[src/rtl/vga_timing_gen.sv]
// Raster timing generator: pixel-rate H/V counters, VGA syncs and blanking, line/frame strobes.
// Every output is a register on Clk; counters advance once every CLK_DIV Clk cycles.
module vga_timing_gen #(
  parameter int H_VISIBLE = 640,
  parameter int H_FRONT   = 16,
  parameter int H_SYNC    = 96,
  parameter int H_BACK    = 48,
  parameter int V_VISIBLE = 480,
  parameter int V_FRONT   = 10,
  parameter int V_SYNC    = 2,
  parameter int V_BACK    = 33,
  parameter int CLK_DIV   = 2
) (
  input  logic       Clk,
  input  logic       Reset,
  output logic       VGA_CLK,
  output logic       VGA_HS,
  output logic       VGA_VS,
  output logic       VGA_BLANK_N,
  output logic       VGA_SYNC_N,
  output logic [9:0] DrawX,
  output logic [9:0] DrawY,
  output logic       line_start,
  output logic       frame_start,
  output logic [7:0] frame_count
);

  localparam int H_TOTAL = H_VISIBLE + H_FRONT + H_SYNC + H_BACK;
  localparam int V_TOTAL = V_VISIBLE + V_FRONT + V_SYNC + V_BACK;
  localparam int DIV_W   = (CLK_DIV > 2) ? $clog2(CLK_DIV) : 1;

  localparam logic [DIV_W-1:0] DIV_LAST = DIV_W'(CLK_DIV - 1);
  localparam logic [DIV_W-1:0] DIV_HALF = DIV_W'(CLK_DIV / 2);
  localparam logic [DIV_W-1:0] DIV_ONE  = DIV_W'(1);
  localparam logic [9:0] H_LAST  = 10'(H_TOTAL - 1);
  localparam logic [9:0] V_LAST  = 10'(V_TOTAL - 1);
  localparam logic [9:0] H_VIS   = 10'(H_VISIBLE);
  localparam logic [9:0] V_VIS   = 10'(V_VISIBLE);
  localparam logic [9:0] HS_BEG  = 10'(H_VISIBLE + H_FRONT);
  localparam logic [9:0] HS_END  = 10'(H_VISIBLE + H_FRONT + H_SYNC);
  localparam logic [9:0] VS_BEG  = 10'(V_VISIBLE + V_FRONT);
  localparam logic [9:0] VS_END  = 10'(V_VISIBLE + V_FRONT + V_SYNC);

  logic [DIV_W-1:0] div_q, div_d;
  logic [9:0]       hc_q, hc_d;
  logic [9:0]       vc_q, vc_d;
  logic             vga_clk_q, vga_clk_d;
  logic             hs_q, hs_d;
  logic             vs_q, vs_d;
  logic             blank_n_q, blank_n_d;
  logic             line_start_q, line_start_d;
  logic             frame_start_q, frame_start_d;
  logic [7:0]       frame_count_q, frame_count_d;
  logic             pe, h_wrap, v_wrap;

  always_comb begin
    pe     = (div_q == DIV_LAST);
    h_wrap = pe && (hc_q == H_LAST);
    v_wrap = h_wrap && (vc_q == V_LAST);

    div_d = pe ? '0 : div_q + DIV_ONE;

    hc_d = hc_q;
    if (pe) begin
      hc_d = h_wrap ? '0 : hc_q + 10'd1;
    end

    vc_d = vc_q;
    if (h_wrap) begin
      vc_d = v_wrap ? '0 : vc_q + 10'd1;
    end

    // Decoded from next-state values so they line up with DrawX/DrawY.
    vga_clk_d     = (div_d >= DIV_HALF);
    hs_d          = !((hc_d >= HS_BEG) && (hc_d < HS_END));
    vs_d          = !((vc_d >= VS_BEG) && (vc_d < VS_END));
    blank_n_d     = (hc_d < H_VIS) && (vc_d < V_VIS);
    line_start_d  = h_wrap;
    frame_start_d = v_wrap;
    frame_count_d = v_wrap ? frame_count_q + 8'd1 : frame_count_q;
  end

  always_ff @(posedge Clk) begin
    if (Reset) begin
      div_q         <= '0;
      hc_q          <= '0;
      vc_q          <= '0;
      vga_clk_q     <= 1'b0;
      hs_q          <= 1'b1;
      vs_q          <= 1'b1;
      blank_n_q     <= 1'b1;
      line_start_q  <= 1'b0;
      frame_start_q <= 1'b0;
      frame_count_q <= '0;
    end else begin
      div_q         <= div_d;
      hc_q          <= hc_d;
      vc_q          <= vc_d;
      vga_clk_q     <= vga_clk_d;
      hs_q          <= hs_d;
      vs_q          <= vs_d;
      blank_n_q     <= blank_n_d;
      line_start_q  <= line_start_d;
      frame_start_q <= frame_start_d;
      frame_count_q <= frame_count_d;
    end
  end

  assign VGA_CLK     = vga_clk_q;
  assign VGA_HS      = hs_q;
  assign VGA_VS      = vs_q;
  assign VGA_BLANK_N = blank_n_q;
  assign VGA_SYNC_N  = 1'b0;
  assign DrawX       = hc_q;
  assign DrawY       = vc_q;
  assign line_start  = line_start_q;
  assign frame_start = frame_start_q;
  assign frame_count = frame_count_q;

endmodule

[config.mk]
export PLATFORM = sky130hd
export DESIGN_NAME = vga_timing_gen
export DESIGN_NICKNAME = d
export VERILOG_FILES = /design/src/rtl/vga_timing_gen.sv
export SDC_FILE = /design/constraint.sdc
export NUM_CORES = 1
export LEC_CHECK = 0
export BUFFER_PORTS_ARGS = -buffer_cell sky130_fd_sc_hd__clkbuf_2
export CAP_MARGIN = 10
export CORE_UTILIZATION = 57
export DETAILED_ROUTE_END_ITERATION = 10
export PLACE_DENSITY_LB_ADDON = 0.15
export SKIP_LAST_GASP = 1
export SLEW_MARGIN = 20
export SYNTH_ARGS = -nofsm -noshare
export SYNTH_HDL_FRONTEND = slang
export SYNTH_SLANG_ARGS = --single-unit
[constraint.sdc]
create_clock -name Clk -period 3.4 [get_ports Clk]
set_input_delay 0.85 -clock Clk [delete_from_list [all_inputs] [get_ports Clk]]
set_output_delay 0.85 -clock Clk [all_outputs]
set_load 0.03 [all_outputs]
==> metrics.txt <==
Worst EP required=3.61 ns; Max Slew Vio Count=0; Crit. End Element=register; Setup TNS Final=0 ns; syn_area_per_cell=8.364 um^2; DP Area=0.001844 mm^2; min cycle time layout=2.685 ns; clock skew=approximately 0.014 ns; clock share of power=between 30% and 40%; GR Util All Layers=24.01%; Die ar.=0.003156 mm^2; flop-to-flop setup slack=approximately 0.7 ns; CTS root buffer=clkbuf_4; H-tree depth=2; Final Cycle Share=78.97%; antenna violations before repair=0; fillcell total=226; Fin. Hold Viols=0; Setup Crit Path Kind=register to register; IO buf count=35; placed insts=256; Pint=a little under 0.5 mW; Mapped Cells=200; Comb power frac=3.3%; Crit-path slowest cell=or4_4; IO Count=37; Seq/Total Area, Yosys=between 40% and 50%; Max Fclk=about 0.37 GHz; area grow syn2layout=13.76%; largest net degree at the start of global routing=33; DRC viols=0; via count=1538; CP Cell Sequence=ha_1 > nand4_4 > or4_4 > or3_1 > or3_1 > a21oi_2 > o41ai_1; clock-pin slew on the worst setup and hold paths=0.10 ns; Psw=0.1631 mW; CP top delay family=simple AND/OR/NAND/NOR gates; register bit total from synthesis=34; total wire length=roughly 3500 um; Leakage=between 0.7 and 0.8 nW; CP Max Fanout=12; post-synth cell types=38; status=finished, final reports clean; Hold WC Path Type=register to register; design area=approximately 0.0019 mm^2; clk buf depth=2; vias in the first global route=1355; DIE HEIGHT=roughly 56 um; First DRT Iteration DRCs=61; Post-DP HPWL=2477 um; Post-Layout Cell Count=between 200 and 300; worst reg2reg path depth=7; Crit. path cell count=7; clk_lat worst skew=0.35 ns; # rows=19; Worst setup SP type=register; Core ar.=0.002758 mm^2; WP buf/inv=0; TritonCTS clock tree=yes; CP peak stage delay=0.63 ns; share of post-route cells with drive strength above 1=21.03%; # diodes=0; # setup viols final=0; VDD IR-drop max=360.2 uV; Slew HR=57.66%; post-layout utilization of the core=69.01%; Chip Width=56.18 um; layout net count=238; Num CTS Buffers=5; post-DR wirelength/cell=13.27 um; GPL Wtd Cong=between 0.8 and 0.9; Hold Slack=0.5360 ns; Post-DRT Antenna Nets=0; Setup Buffers After CTS=0; max_cap viols=0; clock sinks=34; drt via density=5.826; global route total overflow=0; worst slew pin tran=0.6271 ns; hold buffers post-CTS=0; cts repair resizes=0; Pwr per Cell Area=341.3 mW/mm^2; initial core utilization=60.66%; Net Count, Synth=206; first-pass GRT wire length=around 6000 um; Mapped Area=0.001673 mm^2; Sequential Power Share=about 63%; crit-path most repeated cell=or3_1; Critical Path AT=2.89 ns; 1st-pass router iterations=4; RSZ-0062 raised after global routing=no; Synth warnings=0; worst hold path depth=2; Switching Fraction=between 20 and 30%
Yosys cell counts, drive strengths merged:
cell type	number	area [um^2]
o21ai	7	35.03
nor2	22	90.09
nand2b	3	18.77
xnor2	9	78.83
buf	4	22.52
o21bai	1	7.510
or4	1	11.26
a21oi	10	53.80
nand2	18	67.56
o22ai	1	6.260
nand4	12	90.09
xor2	9	78.83
and2	2	12.51
mux2i	3	30.03
nand3	10	50.05
nand4bb	1	11.26
nor4bb	1	10.01
inv	5	18.77
nor3	17	90.09
ha	4	50.05
nor2b	2	12.51
o311ai	1	8.760
conb	1	3.750
nor4	2	12.51
o221ai	1	8.760
o41ai	2	17.52
clkbuf	7	27.52
dfxtp	34	680.7
and4	1	8.760
o2111ai	1	8.760
and3	3	18.77
or3	5	31.28
worst paths after layout:
path / from / endpoint
hold / removal: DrawX[1]$_SDFF_PP0_ / DrawX[1]$_SDFF_PP0_
setup reg to reg: DrawX[0]$_SDFF_PP0_ / VGA_BLANK_N$_SDFF_PP1_
setup / recovery: DrawX[0]$_SDFF_PP0_ / VGA_BLANK_N$_SDFF_PP1_
hold reg to reg: DrawX[1]$_SDFF_PP0_ / DrawX[1]$_SDFF_PP0_
worst min-delay path, cell delays in order (launching register included):
cell and delay (ns):
dfxtp_1 0.36, nand2b_1 0.08, a21oi_1 0.05
placed cells by master (no fill, tap or decap), drive strengths merged, types with 4 or more instances in the layout:
master | synthesis | routed
a21oi | 10 | 10
clkbuf | 7 | 40
dfxtp | 34 | 34
ha | 4 | 4
inv | 5 | 5
nand2 | 18 | 18
nand3 | 10 | 10
nand4 | 12 | 12
nor2 | 22 | 22
nor3 | 17 | 17
o21ai | 7 | 7
or3 | 5 | 5
xnor2 | 9 | 9
xor2 | 9 | 9
state kept, by name, summed over array words and instances, names as in the netlist:
signal	flops
VGA_VS	1
DrawY	10
frame_start	1
DrawX	10
VGA_HS	1
div_q	1
line_start	1
VGA_BLANK_N	1
frame_count	8
area by class of cell:
type	count	area (um^2)	area share, %
Inverter	5	18.77	0.9862
Tap cell	31	38.79	2.038
Clock buffer	5	37.54	1.972
Timing Repair Buffer	36	182.7	9.599
Clock inverter	3	21.27	1.118
Multi-Input combinational cell	150	923.4	48.52
Sequential cell	34	680.7	35.77
layer usage:
layer / part of all wire [%] / wire, um / vias to the layer above / GRT usage [%]
met5: 0 / 0 / - / 0
met4: 2.1 / 73 / 0 / 14.29
met3: 6.0 / 211 / 8 / 5.581
met2: 45 / 1591 / 57 / 36.56
met1: 46 / 1627 / 701 / 30.88
li1: - / - / 772 / -
power by group through the flow:
stage                     clock [mW]  combinational [mW]  sequential (mW)
after CTS                      0.229              0.0215            0.406
after global routing           0.244              0.0235            0.407
after detailed placement           0              0.0213            0.415
after floorplan                    0              0.0141            0.418
final                          0.222              0.0213            0.406
after global placement             0              0.0215            0.414
stage by stage:
step | power [mW] | worst slack [ns]
final | 0.6495 | 0.7151
after global placement | 0.4358 | 0.8989
after CTS | 0.6567 | 0.7428
after detailed placement | 0.4364 | 0.7813
after floorplan | 0.4318 | 0.8421
after global routing | 0.6743 | 0.5693
cells by family (layout without fill, tap and decap cells):
kind of cell | Yosys count | after routing | synth area share, %
multiplexers | 3 | 3 | 1.795
AO/OA/AOI/OAI | 24 | 24 | 8.752
buffers and inverters | 16 | 49 | 4.113
adder cells (fa/ha/maj) | 4 | 4 | 2.992
flip-flops | 34 | 34 | 40.69
XOR/XNOR | 18 | 18 | 9.425
AND/OR/NAND/NOR | 100 | 100 | 32.01
other | 1 | 1 | 0.2242
(Power assumes the default switching activity.)
